## src/rtl/scoreboard_disp_ctrl_if.sv

```systemverilog
// Purpose : game-logic <-> scoreboard display controller signal bundle.
// Latency : n/a (wires only).
// Backpr. : none; all commands are single-cycle pulses or levels.
// Ports   : start/pause/score_inc/score_clr (commands toward the controller),
//           scan_en, d3..d0, time_up, state (controller outputs).
interface scoreboard_disp_ctrl_if;
    logic       start;
    logic       pause;
    logic       score_inc;
    logic       score_clr;
    logic       scan_en;
    logic [3:0] d3;
    logic [3:0] d2;
    logic [3:0] d1;
    logic [3:0] d0;
    logic       time_up;
    logic [1:0] state;

    // Game logic side issues commands and observes the display bus.
    modport master (
        output start, pause, score_inc, score_clr,
        input  scan_en, d3, d2, d1, d0, time_up, state
    );

    // Display controller side.
    modport slave (
        input  start, pause, score_inc, score_clr,
        output scan_en, d3, d2, d1, d0, time_up, state
    );
endinterface

```

## src/rtl/scoreboard_disp_ctrl.sv

```systemverilog
// Purpose : shot-clock / score / game-state controller feeding the 4-digit seven-segment mux.
// Latency : every output is registered and changes on the clk edge that samples its cause.
// Backpr. : none; commands are accepted every cycle, scan_en is a free-running strobe.
// Ports   : clk, rst (sync, active-high); bus (slave modport): start, pause, score_inc,
//           score_clr in; scan_en, d3..d0 (BCD, 4'hF = blank), time_up, state out.
module scoreboard_disp_ctrl #(
    parameter int SCAN_DIV   = 100000,
    parameter int SEC_DIV    = 100000000,
    parameter int BLINK_DIV  = 50000000,
    parameter int START_TIME = 24
) (
    input  logic                    clk,
    input  logic                    rst,
    scoreboard_disp_ctrl_if.slave   bus
);
    localparam logic [1:0] ST_IDLE  = 2'd0;
    localparam logic [1:0] ST_RUN   = 2'd1;
    localparam logic [1:0] ST_PAUSE = 2'd2;
    localparam logic [1:0] ST_DONE  = 2'd3;

    localparam int SCAN_W  = (SCAN_DIV  > 1) ? $clog2(SCAN_DIV)  : 1;
    localparam int SEC_W   = (SEC_DIV   > 1) ? $clog2(SEC_DIV)   : 1;
    localparam int BLINK_W = (BLINK_DIV > 1) ? $clog2(BLINK_DIV) : 1;

    localparam logic [SCAN_W-1:0]  SCAN_LAST  = SCAN_W'(SCAN_DIV - 1);
    localparam logic [SEC_W-1:0]   SEC_LAST   = SEC_W'(SEC_DIV - 1);
    localparam logic [BLINK_W-1:0] BLINK_LAST = BLINK_W'(BLINK_DIV - 1);

    // Reload value split into BCD digits once, at elaboration.
    localparam logic [3:0] ST_TENS = 4'(START_TIME / 10);
    localparam logic [3:0] ST_ONES = 4'(START_TIME % 10);
    localparam logic [3:0] BLANK   = 4'hF;

    logic [SCAN_W-1:0]  scan_cnt_q,  scan_cnt_d;
    logic [SEC_W-1:0]   sec_cnt_q,   sec_cnt_d;
    logic [BLINK_W-1:0] blink_cnt_q, blink_cnt_d;
    logic               blink_on_q,  blink_on_d;
    logic [3:0]         score_t_q,   score_t_d;
    logic [3:0]         score_o_q,   score_o_d;
    logic [3:0]         shot_t_q,    shot_t_d;
    logic [3:0]         shot_o_q,    shot_o_d;
    logic [1:0]         state_q,     state_d;
    logic               scan_en_q,   scan_en_d;
    logic               time_up_q,   time_up_d;
    logic [3:0]         d3_q, d3_d, d2_q, d2_d, d1_q, d1_d, d0_q, d0_d;

    logic sec_tick;
    logic expire;

    assign sec_tick = (sec_cnt_q == SEC_LAST);
    assign expire   = sec_tick && (shot_t_q == 4'd0) && (shot_o_q == 4'd1);

    always_comb begin
        scan_cnt_d  = scan_cnt_q + SCAN_W'(1);
        scan_en_d   = 1'b0;
        sec_cnt_d   = sec_cnt_q;
        blink_cnt_d = blink_cnt_q;
        blink_on_d  = blink_on_q;
        score_t_d   = score_t_q;
        score_o_d   = score_o_q;
        shot_t_d    = shot_t_q;
        shot_o_d    = shot_o_q;
        state_d     = state_q;
        time_up_d   = 1'b0;

        // Scan strobe is independent of game state.
        if (scan_cnt_q == SCAN_LAST) begin
            scan_cnt_d = '0;
            scan_en_d  = 1'b1;
        end

        // Score: clear wins over increment; increments only count while running.
        if (bus.score_clr) begin
            score_t_d = 4'd0;
            score_o_d = 4'd0;
        end else if (bus.score_inc && (state_q == ST_RUN) &&
                     !((score_t_q == 4'd9) && (score_o_q == 4'd9))) begin
            if (score_o_q == 4'd9) begin
                score_o_d = 4'd0;
                score_t_d = score_t_q + 4'd1;
            end else begin
                score_o_d = score_o_q + 4'd1;
            end
        end

        // start overrides every state, pause and a coincident expiry.
        if (bus.start) begin
            shot_t_d    = ST_TENS;
            shot_o_d    = ST_ONES;
            sec_cnt_d   = '0;
            blink_cnt_d = '0;
            blink_on_d  = 1'b1;
            state_d     = ST_RUN;
        end else begin
            case (state_q)
                ST_RUN: begin
                    if (sec_tick) begin
                        sec_cnt_d = '0;
                        if (shot_o_q == 4'd0) begin
                            shot_o_d = 4'd9;
                            shot_t_d = shot_t_q - 4'd1;
                        end else begin
                            shot_o_d = shot_o_q - 4'd1;
                        end
                    end else begin
                        sec_cnt_d = sec_cnt_q + SEC_W'(1);
                    end
                    if (expire) begin
                        state_d     = ST_DONE;
                        time_up_d   = 1'b1;
                        blink_cnt_d = '0;
                        blink_on_d  = 1'b1;
                    end else if (bus.pause) begin
                        state_d = ST_PAUSE;
                    end
                end
                ST_PAUSE: begin
                    if (!bus.pause) begin
                        state_d = ST_RUN;
                    end
                end
                ST_DONE: begin
                    if (blink_cnt_q == BLINK_LAST) begin
                        blink_cnt_d = '0;
                        blink_on_d  = !blink_on_q;
                    end else begin
                        blink_cnt_d = blink_cnt_q + BLINK_W'(1);
                    end
                end
                default: ;
            endcase
        end

        // Digits come from next-state values so the display tracks the state edge.
        d3_d = (score_t_d == 4'd0) ? BLANK : score_t_d;
        d2_d = score_o_d;
        if (state_d == ST_DONE) begin
            d1_d = BLANK;
            d0_d = blink_on_d ? 4'd0 : BLANK;
        end else begin
            d1_d = (shot_t_d == 4'd0) ? BLANK : shot_t_d;
            d0_d = shot_o_d;
        end
    end

    always_ff @(posedge clk) begin
        if (rst) begin
            scan_cnt_q  <= '0;
            sec_cnt_q   <= '0;
            blink_cnt_q <= '0;
            blink_on_q  <= 1'b1;
            score_t_q   <= 4'd0;
            score_o_q   <= 4'd0;
            shot_t_q    <= ST_TENS;
            shot_o_q    <= ST_ONES;
            state_q     <= ST_IDLE;
            scan_en_q   <= 1'b0;
            time_up_q   <= 1'b0;
            d3_q        <= BLANK;
            d2_q        <= 4'd0;
            d1_q        <= (ST_TENS == 4'd0) ? BLANK : ST_TENS;
            d0_q        <= ST_ONES;
        end else begin
            scan_cnt_q  <= scan_cnt_d;
            sec_cnt_q   <= sec_cnt_d;
            blink_cnt_q <= blink_cnt_d;
            blink_on_q  <= blink_on_d;
            score_t_q   <= score_t_d;
            score_o_q   <= score_o_d;
            shot_t_q    <= shot_t_d;
            shot_o_q    <= shot_o_d;
            state_q     <= state_d;
            scan_en_q   <= scan_en_d;
            time_up_q   <= time_up_d;
            d3_q        <= d3_d;
            d2_q        <= d2_d;
            d1_q        <= d1_d;
            d0_q        <= d0_d;
        end
    end

    assign bus.scan_en = scan_en_q;
    assign bus.time_up = time_up_q;
    assign bus.state   = state_q;
    assign bus.d3      = d3_q;
    assign bus.d2      = d2_q;
    assign bus.d1      = d1_q;
    assign bus.d0      = d0_q;
endmodule

```

## src/flat_wrapper.sv

```systemverilog
// flat-port wrapper written by rule: the top's interface ports become plain ports
module scoreboard_disp_ctrl_flat 
#(
    parameter int SCAN_DIV   = 100000,
    parameter int SEC_DIV    = 100000000,
    parameter int BLINK_DIV  = 50000000,
    parameter int START_TIME = 24
)
  (clk, rst, bus_start, bus_pause, bus_score_inc, bus_score_clr, bus_scan_en, bus_d3, bus_d2, bus_d1, bus_d0, bus_time_up, bus_state);
  scoreboard_disp_ctrl_if bus_i ();
  input  logic clk;
  input  logic rst;
  input wire logic [$bits(bus_i.start)-1:0] bus_start;
  input wire logic [$bits(bus_i.pause)-1:0] bus_pause;
  input wire logic [$bits(bus_i.score_inc)-1:0] bus_score_inc;
  input wire logic [$bits(bus_i.score_clr)-1:0] bus_score_clr;
  output wire logic [$bits(bus_i.scan_en)-1:0] bus_scan_en;
  output wire logic [$bits(bus_i.d3)-1:0] bus_d3;
  output wire logic [$bits(bus_i.d2)-1:0] bus_d2;
  output wire logic [$bits(bus_i.d1)-1:0] bus_d1;
  output wire logic [$bits(bus_i.d0)-1:0] bus_d0;
  output wire logic [$bits(bus_i.time_up)-1:0] bus_time_up;
  output wire logic [$bits(bus_i.state)-1:0] bus_state;
  assign bus_i.start = bus_start;
  assign bus_i.pause = bus_pause;
  assign bus_i.score_inc = bus_score_inc;
  assign bus_i.score_clr = bus_score_clr;
  assign bus_scan_en = bus_i.scan_en;
  assign bus_d3 = bus_i.d3;
  assign bus_d2 = bus_i.d2;
  assign bus_d1 = bus_i.d1;
  assign bus_d0 = bus_i.d0;
  assign bus_time_up = bus_i.time_up;
  assign bus_state = bus_i.state;
  scoreboard_disp_ctrl #(.SCAN_DIV(SCAN_DIV), .SEC_DIV(SEC_DIV), .BLINK_DIV(BLINK_DIV), .START_TIME(START_TIME)) u_core (.clk(clk), .rst(rst), .bus(bus_i));
endmodule
```

## config.mk

```make
export PLATFORM = sky130hd
export DESIGN_NAME = scoreboard_disp_ctrl_flat
export DESIGN_NICKNAME = d
export VERILOG_FILES = /design/src/rtl/scoreboard_disp_ctrl_if.sv /design/src/rtl/scoreboard_disp_ctrl.sv /design/src/flat_wrapper.sv
export SDC_FILE = /design/constraint.sdc
export NUM_CORES = 1
export LEC_CHECK = 0
export CELL_PAD_IN_SITES_DETAIL_PLACEMENT = 1
export CELL_PAD_IN_SITES_GLOBAL_PLACEMENT = 1
export CORE_MARGIN = 4
export CORE_UTILIZATION = 49
export CTS_BUF_LIST = sky130_fd_sc_hd__clkbuf_4 sky130_fd_sc_hd__clkbuf_8 sky130_fd_sc_hd__clkbuf_16
export DETAILED_ROUTE_END_ITERATION = 10
export GPL_TIMING_DRIVEN = 1
export PLACE_DENSITY_LB_ADDON = 0.1
export SLEW_MARGIN = 20
export SYNTH_ARGS = -nofsm -noshare
export SYNTH_HDL_FRONTEND = slang
export SYNTH_SLANG_ARGS = --single-unit
```

## constraint.sdc

```tcl
create_clock -name clk -period 5.4 [get_ports clk]
set_clock_uncertainty 0.15 [all_clocks]
set_input_delay 0.54 -clock clk [delete_from_list [all_inputs] [get_ports clk]]
set_output_delay 0.54 -clock clk [all_outputs]
set_load 0.03 [all_outputs]
```

==> results of run 1 <==
==> final cells by class <==
| class | instances | area (um2) | area share [%] |
|---|---|---|---|
| clock buffers | 11 | 145 | 2.64 |
| clock inverters | 4 | 70.1 | 1.28 |
| well taps | 133 | 166 | 3.03 |
| inverters | 15 | 56.3 | 1.02 |
| repair buffers | 27 | 265 | 4.83 |
| flip-flops and latches | 103 | 2060 | 37.5 |
| multi-input cells | 451 | 2730 | 49.7 |
==> state kept, by name, indices dropped and copies added, names as in the netlist <==
name,cells
u_core.sec_cnt_q,27
u_core.blink_cnt_q,26
u_core.scan_cnt_q,17
u_core.bus.d0,4
u_core.bus.d1,4
u_core.bus.d3,4
u_core.score_o_q,4
u_core.score_t_q,4
u_core.shot_o_q,4
u_core.shot_t_q,4
u_core.bus.state,2
u_core.blink_on_q,1
u_core.bus.scan_en,1
u_core.bus.time_up,1
==> cell usage after synthesis, types with 10 or more instances <==
master and number:
dfxtp_1 103, nor2_1 98, nand2_1 45, nand3_1 36, xnor2_1 33, o21ai_0 28
nor3_1 26, xor2_1 25, nand4_1 21, clkbuf_1 16, a21oi_1 15, inv_1 15
nor4_1 14, ha_1 10
==> cells in the final DEF (no fill, tap or decap), drive strengths merged, types with 4 or more instances in the layout <==
master         synthesis  final
nor2                  98     98
or3                    5      5
a21oi                 15     15
nand2                 45     45
nand4                 22     22
nor3                  26     26
dfxtp                103    103
clkdlybuf4s50          0     25
and4                   5      5
ha                    10     10
nor4b                  7      7
a31oi                  4      4
inv                   15     15
xnor2                 33     33
or2                    5      5
clkbuf                16     11
o21ai                 29     29
xor2                  25     25
mux2i                  6      6
nand2b                 4      4
or4                    5      5
o31ai                  7      7
and3                   6      6
and2                   5      5
nand3                 36     36
nor2b                  4      4
nor4                  15     15
==> critical path, cell delays in order (launching register included) <==
cell and delay, ns:
dfxtp_1 0.48, ha_1 0.54, nand3_1 0.18, or4_4 0.46, o31ai_1 0.22, buf_4 0.23
nor2_1 0.21, nor2_1 0.68, nor3_1 0.15
==> how the worst min path moves through the flow <==
stage	startpoint	endpoint	slack, ns	cells after the start
final	u_core.scan_cnt_q[0]	u_core.scan_cnt_q[0]	0.32	1
after global routing	u_core.scan_cnt_q[0]	u_core.scan_cnt_q[0]	0.34	1
after CTS	u_core.scan_cnt_q[0]	u_core.scan_cnt_q[0]	0.33	1
after detailed placement	u_core.scan_cnt_q[0]	u_core.scan_cnt_q[0]	0.31	1
after global placement	u_core.scan_cnt_q[0]	u_core.scan_cnt_q[0]	0.29	1
after floorplan	u_core.scan_cnt_q[0]	u_core.scan_cnt_q[0]	0.28	1
==> metrics by stage <==
| step | cells | hold WS [ns] | total power [mW] |
|---|---|---|---|
| after CTS | 744 | 0.329 | 1.39 |
| after global placement | 729 | 0.294 | 0.843 |
| after detailed placement | 729 | 0.307 | 0.846 |
| after global routing | 744 | 0.344 | 1.42 |
| final | 744 | 0.321 | 1.37 |
| after floorplan | 588 | 0.280 | 0.825 |
==> cells by family (layout without fill, tap and decap cells) <==
kind of cell	count (synthesis)	count (layout)	share of synthesized area (%)
muxes	7	7	1.45
xor gates and xnor gates	58	58	10.3
DFF	103	103	41.9
AOI/OAI and AO/OA	78	78	10.2
and+or+nand+nor	298	298	30.9
buffers and inverters	34	57	2.67
adders and majority gates	10	10	2.54
==> where the power goes <==
part | switching, mW | internal (mW)
Clock | 0.268 | 0.275
Sequential | 0.00552 | 0.764
Combinational | 0.0395 | 0.0193
Total | 0.313 | 1.06
==> metal layers <==
| layer | vias to the layer above | GRT usage (%) |
|---|---|---|
| met5 | - | 0 |
| met4 | 0 | 8.39 |
| met3 | 16 | 5.73 |
| met2 | 40 | 39.0 |
| met1 | 2086 | 27.8 |
| li1 | 2117 | - |
==> flow_summary.json, run 1 <==
{
  "vias": 4259,
  "grt_overflow_total": 0,
  "cts_resized": 0,
  "worstSkewPairLatency_ns": 0.39,
  "numCtsBuffers": 9,
  "root_buffer": "clkbuf_8",
  "htreeDepth": 3,
  "wl_met1_um": 5520,
  "finalCriticalPeriod_ns": 3.46,
  "post-route-util_pct": 56.2,
  "hpwl_um": 8840,
  "hold_viol": 0,
  "synth_top_area_cell": "dfxtp_1",
  "setup_ws_ns": 1.94,
  "fmax_mhz": 289,
  "syn_area_um2": 4920,
  "ios": 26,
  "slew_violations": 0,
  "worstSetupEndpointType": "flip-flop",
  "synth.avg_cell_area_um2": 8.37,
  "clockBufferDepth": 2,
  "core-area_um2": 9770,
  "yosysWarnings": 0,
  "cp-endpoint": "u_core.blink_cnt_q[22]",
  "synth_cell_types": 58,
  "ys_ff_latch": 103,
  "dieArea_um2": 11700,
  "yosysTopAreaCellShare_pct": 41.9,
  "reg2reg_to": "u_core.blink_cnt_q[22]",
  "dpl_cell_area_um2": 5280,
  "slew-limit-headroom_pct": 37.6,
  "grt_first_pass_wirelength_um": 21500,
  "viasPerCell": 5.72,
  "power.static_leakage_nw": 1.81,
  "grt_max_degree": 28,
  "cts_tree": "done",
  "area_growth_syn_to_layout_pct": 11.6,
  "crit_required_ns": 5.50,
  "met2_length_um": 6200,
  "grt_pass1_vias": 4577,
  "start_util_pct": 50.4,
  "worstPathArrival_ns": 3.55,
  "irDropWorstVdd_uv": 187,
  "synth-main-ff-cell": "dfxtp_1",
  "worstHoldPathType": "reg -> reg",
  "rsz0062_at_grt": "false",
  "nNetsFinal": 623,
  "wl_per_cell_um": 16.5,
  "async_flop_share_pct": 0,
  "rrSetupSlack_ns": 1.94,
  "synth_edf_count": 0,
  "cts_setup_buffers": 0,
  "fill_cells": 1203,
  "reg2reg_depth": 8,
  "grtUsageTotal_pct": 22.8,
  "status": "completed",
  "tightest_slew_ns": 0.934,
  "route.met3.wl_um": 376,
  "die_x_um": 108,
  "setup_tns_ns": 0,
  "wirelength_um": 12300,
  "dr.pass1.iters": 4,
  "start_kind": "flip-flop",
  "gp_congestion": 0.819,
  "clk_pin_slew_worst_paths_ns": 0.10,
  "worstSetupStartpoint": "u_core.bus.state[0]",
  "setup_viol": 0,
  "route.detailed.drc": 0,
  "critPathKind": "reg -> reg",
  "period_share_pct": 64.0,
  "synth_area_leaders": "dfxtp_1, nor2_1, xnor2_1",
  "drtIter0Drc": 167,
  "ys_seq_area_share_pct": 41.9,
  "ant_nets": 0,
  "antenna_cells": 0,
  "cp_max_fo": 15,
  "place_ws_ns": 1.91,
  "cts_sinks": 103,
  "r2r-start": "u_core.bus.state[0]",
  "post-route-cell-area_um2": 5500,
  "io_buffers": 25,
  "postCtsHoldBufs": 0,
  "die_y_um": 108,
  "fp-row-count": 36,
  "cap_viol_max_count": 0,
  "synth_nets": 604,
  "drive_gt1_share_pct": 4.75,
  "antenna_found_initial": 0,
  "routed.top_layer": "met4",
  "p_per_area_nw_per_um2": 250,
  "synth_cells": 588
}
Power figures use the tool's default switching activity.
==> run 2: changes to the inputs <==
Settings changed: CORE_UTILIZATION 49 to 45.
Clock period 5.4 ns to 3.2 ns, I/O delays scaled along.
==> flow_summary.json, run 2 (same netlist as run 1, synthesis figures left out) <==
{
  "clockBufferDepth": 2,
  "final_common_cell": "dfxtp_1",
  "worstSetupStartpoint": "u_core.sec_cnt_q[0]",
  "wl_per_cell_um": 15.9,
  "grt_first_pass_wirelength_um": 21400,
  "crit_cells": 7,
  "core-area_um2": 10500,
  "cts_setup_buffers": 0,
  "hold_viol": 0,
  "irDropWorstVdd_uv": 412,
  "slew_violations": 0,
  "slew-limit-headroom_pct": 51.3,
  "reg2reg_to": "u_core.blink_cnt_q[18]",
  "finalCriticalPeriod_ns": 2.80,
  "r2r-start": "u_core.sec_cnt_q[0]",
  "cp_num_buf_inv": 0,
  "seqPwrFrac_pct": 59.0,
  "cp_top_family": "simple AND/OR/NAND/NOR gates",
  "intPower_mw": 1.70,
  "drtIter0Drc": 141,
  "dieArea_um2": 12700,
  "worstSkewPairLatency_ns": 0.37,
  "worstPathArrival_ns": 2.88,
  "fp-row-count": 37,
  "start_util_pct": 46.9,
  "place_ws_ns": 0.345,
  "setup_ws_ns": 0.402,
  "rrSetupSlack_ns": 0.40,
  "io_buffers": 25,
  "gp_congestion": 0.791,
  "clk_pin_slew_worst_paths_ns": 0.09,
  "drive_gt1_share_pct": 6.28,
  "tightest_slew_ns": 0.728,
  "slowest_stage": "or4_4",
  "antenna_found_initial": 0,
  "die_x_um": 113,
  "power.static_leakage_nw": 1.85,
  "dpl_cell_area_um2": 5360,
  "worstSetupEndpointType": "flip-flop",
  "status": "completed",
  "setup_viol": 0,
  "critPathKind": "reg -> reg",
  "largest-register": "u_core.sec_cnt_q",
  "final_cell_mix": "dfxtp_1, nor2_1, nand2_1",
  "cap_viol_max_count": 0,
  "rsz0062_at_grt": "false",
  "htreeDepth": 3,
  "grtUsageTotal_pct": 20.1,
  "worstHoldPathType": "reg -> reg",
  "finalHoldWorstSlack_ns": 0.331,
  "crit_required_ns": 3.28,
  "antenna_cells": 0,
  "post-route-cell-area_um2": 5550,
  "period_share_pct": 87.4,
  "grt_overflow_total": 0,
  "nNetsFinal": 633,
  "dr.pass1.iters": 4,
  "setup_tns_ns": 0,
  "cts_resized": 0,
  "p_sw_share_pct": 22.7,
  "ios": 26,
  "combPwrFrac_pct": 4.8,
  "cts_tree": "done",
  "reg.largest.list": "u_core.sec_cnt_q x27, u_core.blink_cnt_q x26, u_core.scan_cnt_q x17",
  "start_kind": "flip-flop",
  "dp_cells": 742,
  "min_path_cells": 1,
  "ant_nets": 0,
  "grt_max_degree": 28,
  "wirelength_um": 12000,
  "numCtsBuffers": 9,
  "route.detailed.drc": 0,
  "p_per_area_nw_per_um2": 397,
  "crit_path_frequent_cell": "nor2_1",
  "cts_sinks": 103,
  "cp_max_fo": 11,
  "area_growth_syn_to_layout_pct": 12.6,
  "fmax_mhz": 357,
  "cp-endpoint": "u_core.blink_cnt_q[18]",
  "hpwl_um": 8950,
  "root_buffer": "clkbuf_8",
  "postCtsHoldBufs": 0,
  "clock_power_share_pct": 36.2,
  "viasPerCell": 5.66,
  "stdcell_count": 757,
  "reg2reg_depth": 7,
  "largest_reg_flops": 27,
  "path_cells": "ha_1 > nand4_1 > or4_4 > o31ai_1 > nor2_1 > nor2_1 > nor3_1",
  "die_y_um": 113,
  "switchingPower_uw": 500,
  "slowest_delay_ns": 0.58,
  "grt_pass1_vias": 4498,
  "vias": 4285
}
## run 2: cell types whose count changed in the layout (fill, tap and decap cells not counted)
| cell | before | now |
|---|---|---|
| bufinv_16 | 2 | 1 |
| clkbuf_8 | 10 | 9 |
| buf_4 | 2 | 12 |
| clkbuf_4 | 1 | 2 |
| clkinvlp_4 | 0 | 1 |
## run 2: power by group through the flow
| stage | clock, mW | combinational [mW] | sequential [mW] |
|---|---|---|---|
| after floorplan | 0 | 0.0574 | 1.34 |
| after global placement | 0 | 0.104 | 1.33 |
| after detailed placement | 0 | 0.106 | 1.33 |
| after CTS | 0.829 | 0.107 | 1.30 |
| after global routing | 0.890 | 0.117 | 1.30 |
| final | 0.796 | 0.105 | 1.30 |
## run 2: worst register-to-register path: stages (launching register included)
cell     delay, ns
dfxtp_1       0.38
ha_1          0.21
nand4_1       0.18
or4_4         0.58
o31ai_1       0.34
nor2_1        0.10
nor2_1        0.57
nor3_1        0.14
## run 2: per-stage QoR
| stage | total power [mW] | utilization [%] |
|---|---|---|
| finish | 2.20 | 52.8 |
| global route | 2.31 | 52.8 |
| CTS | 2.23 | 52.8 |
| detailed placement | 1.43 | 51.0 |
| global placement | 1.43 | 51.0 |
| floorplan | 1.39 | - |
## run 2: final cells by class
class	count	area, um2
clock inverter	4	47.5
timing repair buffer	37	340
tap	136	170
sequential	103	2060
multi-input combinational	451	2730
inverter	15	56.3
fill	1256	4960
clock buffer	11	139
## run 2: worst min path at each step
stage,slack (ns),endpoint,start
after global placement,0.29,u_core.scan_cnt_q[0],u_core.scan_cnt_q[0]
final,0.33,u_core.scan_cnt_q[0],u_core.scan_cnt_q[0]
after floorplan,0.26,u_core.score_t_q[2],rst
after detailed placement,0.31,u_core.scan_cnt_q[0],u_core.scan_cnt_q[0]
after CTS,0.33,u_core.scan_cnt_q[0],u_core.scan_cnt_q[0]
after global routing,0.40,u_core.scan_cnt_q[0],u_core.scan_cnt_q[0]
## run 2: metal layers
| layer | vias up | routed length [um] | track usage, % |
|---|---|---|---|
| met5 | - | 0 | 0 |
| met1 | 2079 | 5460 | 24.9 |
| met2 | 56 | 6040 | 34.7 |
| li1 | 2141 | - | - |
| met4 | 0 | 105 | 4.49 |
| met3 | 9 | 400 | 5.61 |
==> run 3: changes to the inputs <==
Settings changed: CTS_BUF_LIST sky130_fd_sc_hd__clkbuf_4 sky130_fd_sc_hd__clkbuf_8 sky130_fd_sc_hd__clkbuf_16 to not set.
==> flow_summary.json, run 3 (same netlist as run 1, synthesis figures left out) <==
{
  "cts_sinks": 103,
  "worstSetupEndpointType": "flip-flop",
  "rsz0062_at_grt": "false",
  "ios": 26,
  "final_common_cell": "dfxtp_1",
  "fmax_mhz": 352,
  "final_cell_mix": "dfxtp_1, nor2_1, nand2_1",
  "grt_max_degree": 28,
  "numCtsBuffers": 9,
  "root_buffer": "clkbuf_8",
  "antenna_found_initial": 0,
  "largest_reg_flops": 27,
  "finalHoldWorstSlack_ns": 0.331,
  "status": "completed",
  "slowest_stage": "nor2_1",
  "dieArea_um2": 12700,
  "antenna_cells": 0,
  "cap_viol_max_count": 0,
  "clockBufferDepth": 2,
  "largest-register": "u_core.sec_cnt_q",
  "grt_overflow_total": 0,
  "start_kind": "flip-flop",
  "slowest_delay_ns": 0.62,
  "post-route-cell-area_um2": 5540,
  "power.static_leakage_nw": 1.84,
  "worstPathArrival_ns": 2.92,
  "core-area_um2": 10500,
  "start_util_pct": 46.9,
  "critPathKind": "reg -> reg",
  "slew_violations": 0,
  "cts_setup_buffers": 0,
  "dpl_cell_area_um2": 5360,
  "wirelength_um": 12000,
  "place_ws_ns": 0.345,
  "reg.largest.list": "u_core.sec_cnt_q x27, u_core.blink_cnt_q x26, u_core.scan_cnt_q x17",
  "area_growth_syn_to_layout_pct": 12.5,
  "setup_tns_ns": 0,
  "die_x_um": 113,
  "grt_pass1_vias": 4487,
  "total_power_mw": 2.18,
  "gp_congestion": 0.791,
  "worstSkewPairLatency_ns": 0.37,
  "postCtsHoldBufs": 0,
  "drive_gt1_share_pct": 5.96,
  "htreeDepth": 3,
  "route.detailed.drc": 0,
  "setup_viol": 0,
  "min_path_cells": 1,
  "cp_max_fo": 11,
  "ant_nets": 0,
  "grtUsageTotal_pct": 20.0,
  "slew-limit-headroom_pct": 47.4,
  "cts_resized": 0,
  "clk_pin_slew_worst_paths_ns": 0.09,
  "p_per_area_nw_per_um2": 394,
  "nNetsFinal": 633,
  "grt_first_pass_wirelength_um": 21300,
  "path_cells": "ha_1 > nand4_1 > or4_4 > o31ai_1 > nor2_1 > nor2_1 > nor3_1",
  "crit_path_frequent_cell": "nor2_1",
  "tightest_slew_ns": 0.786,
  "finalCriticalPeriod_ns": 2.84,
  "io_buffers": 25,
  "hpwl_um": 8950,
  "setup_ws_ns": 0.361,
  "hold_viol": 0,
  "die_y_um": 113,
  "irDropWorstVdd_uv": 272,
  "reg2reg_depth": 7,
  "vias": 4278,
  "fp-row-count": 37,
  "cts_tree": "done",
  "period_share_pct": 88.7,
  "crit_required_ns": 3.28,
  "wl_per_cell_um": 15.8,
  "viasPerCell": 5.65,
  "dr.pass1.iters": 4,
  "drtIter0Drc": 144,
  "worstHoldPathType": "reg -> reg"
}
[run 3: metal layers]
layer | share of wire, % | track usage, % | wire length (um)
met1 | 46 | 24.8 | 5490
met2 | 50 | 34.5 | 5970
met3 | 3.3 | 5.39 | 397
met4 | 1.1 | 4.65 | 136
met5 | 0 | 0 | 0
[run 3: path summary, 6_finish.rpt]
check	from	endpoint	slack, ns
setup / recovery	u_core.sec_cnt_q[0]	u_core.blink_cnt_q[18]	0.36
hold / removal	u_core.scan_cnt_q[0]	u_core.scan_cnt_q[0]	0.33
setup reg to reg	u_core.sec_cnt_q[0]	u_core.blink_cnt_q[18]	0.36
hold reg to reg	u_core.scan_cnt_q[0]	u_core.scan_cnt_q[0]	0.33
[run 3: final cells by class]
| type | count | area, um2 |
|---|---|---|
| Fill cell | 1259 | 4970 |
| Multi-Input combinational cell | 451 | 2730 |
| Sequential cell | 103 | 2060 |
| Timing Repair Buffer | 37 | 340 |
| Tap cell | 136 | 170 |
| Clock buffer | 11 | 131 |
| Inverter | 15 | 56.3 |
| Clock inverter | 4 | 47.5 |
[run 3: metrics by stage]
step           instances  util [%]
2_1_floorplan        588         -
3_5_place_dp         742      51.0
5_1_grt              757      52.7
6_report             757      52.7
4_1_cts              757      52.7
3_3_place_gp         742      51.0
[run 3: worst max-delay path: cells and delay by family, from the launching register on]
kind / cells / cell delay, ns
adders and majority gates: 1 / 0.21
DFF: 1 / 0.39
and+or+nand+nor: 5 / 1.62
AOI/OAI and AO/OA: 1 / 0.34
[run 3: where the power goes]
part,switching [mW],total [mW],internal [mW],leakage (nW)
sequential,0.00891,1.30,1.29,0.831
combinational,0.0679,0.105,0.0375,0.920
clock,0.425,0.781,0.356,0.0892
total,0.502,2.18,1.68,1.84
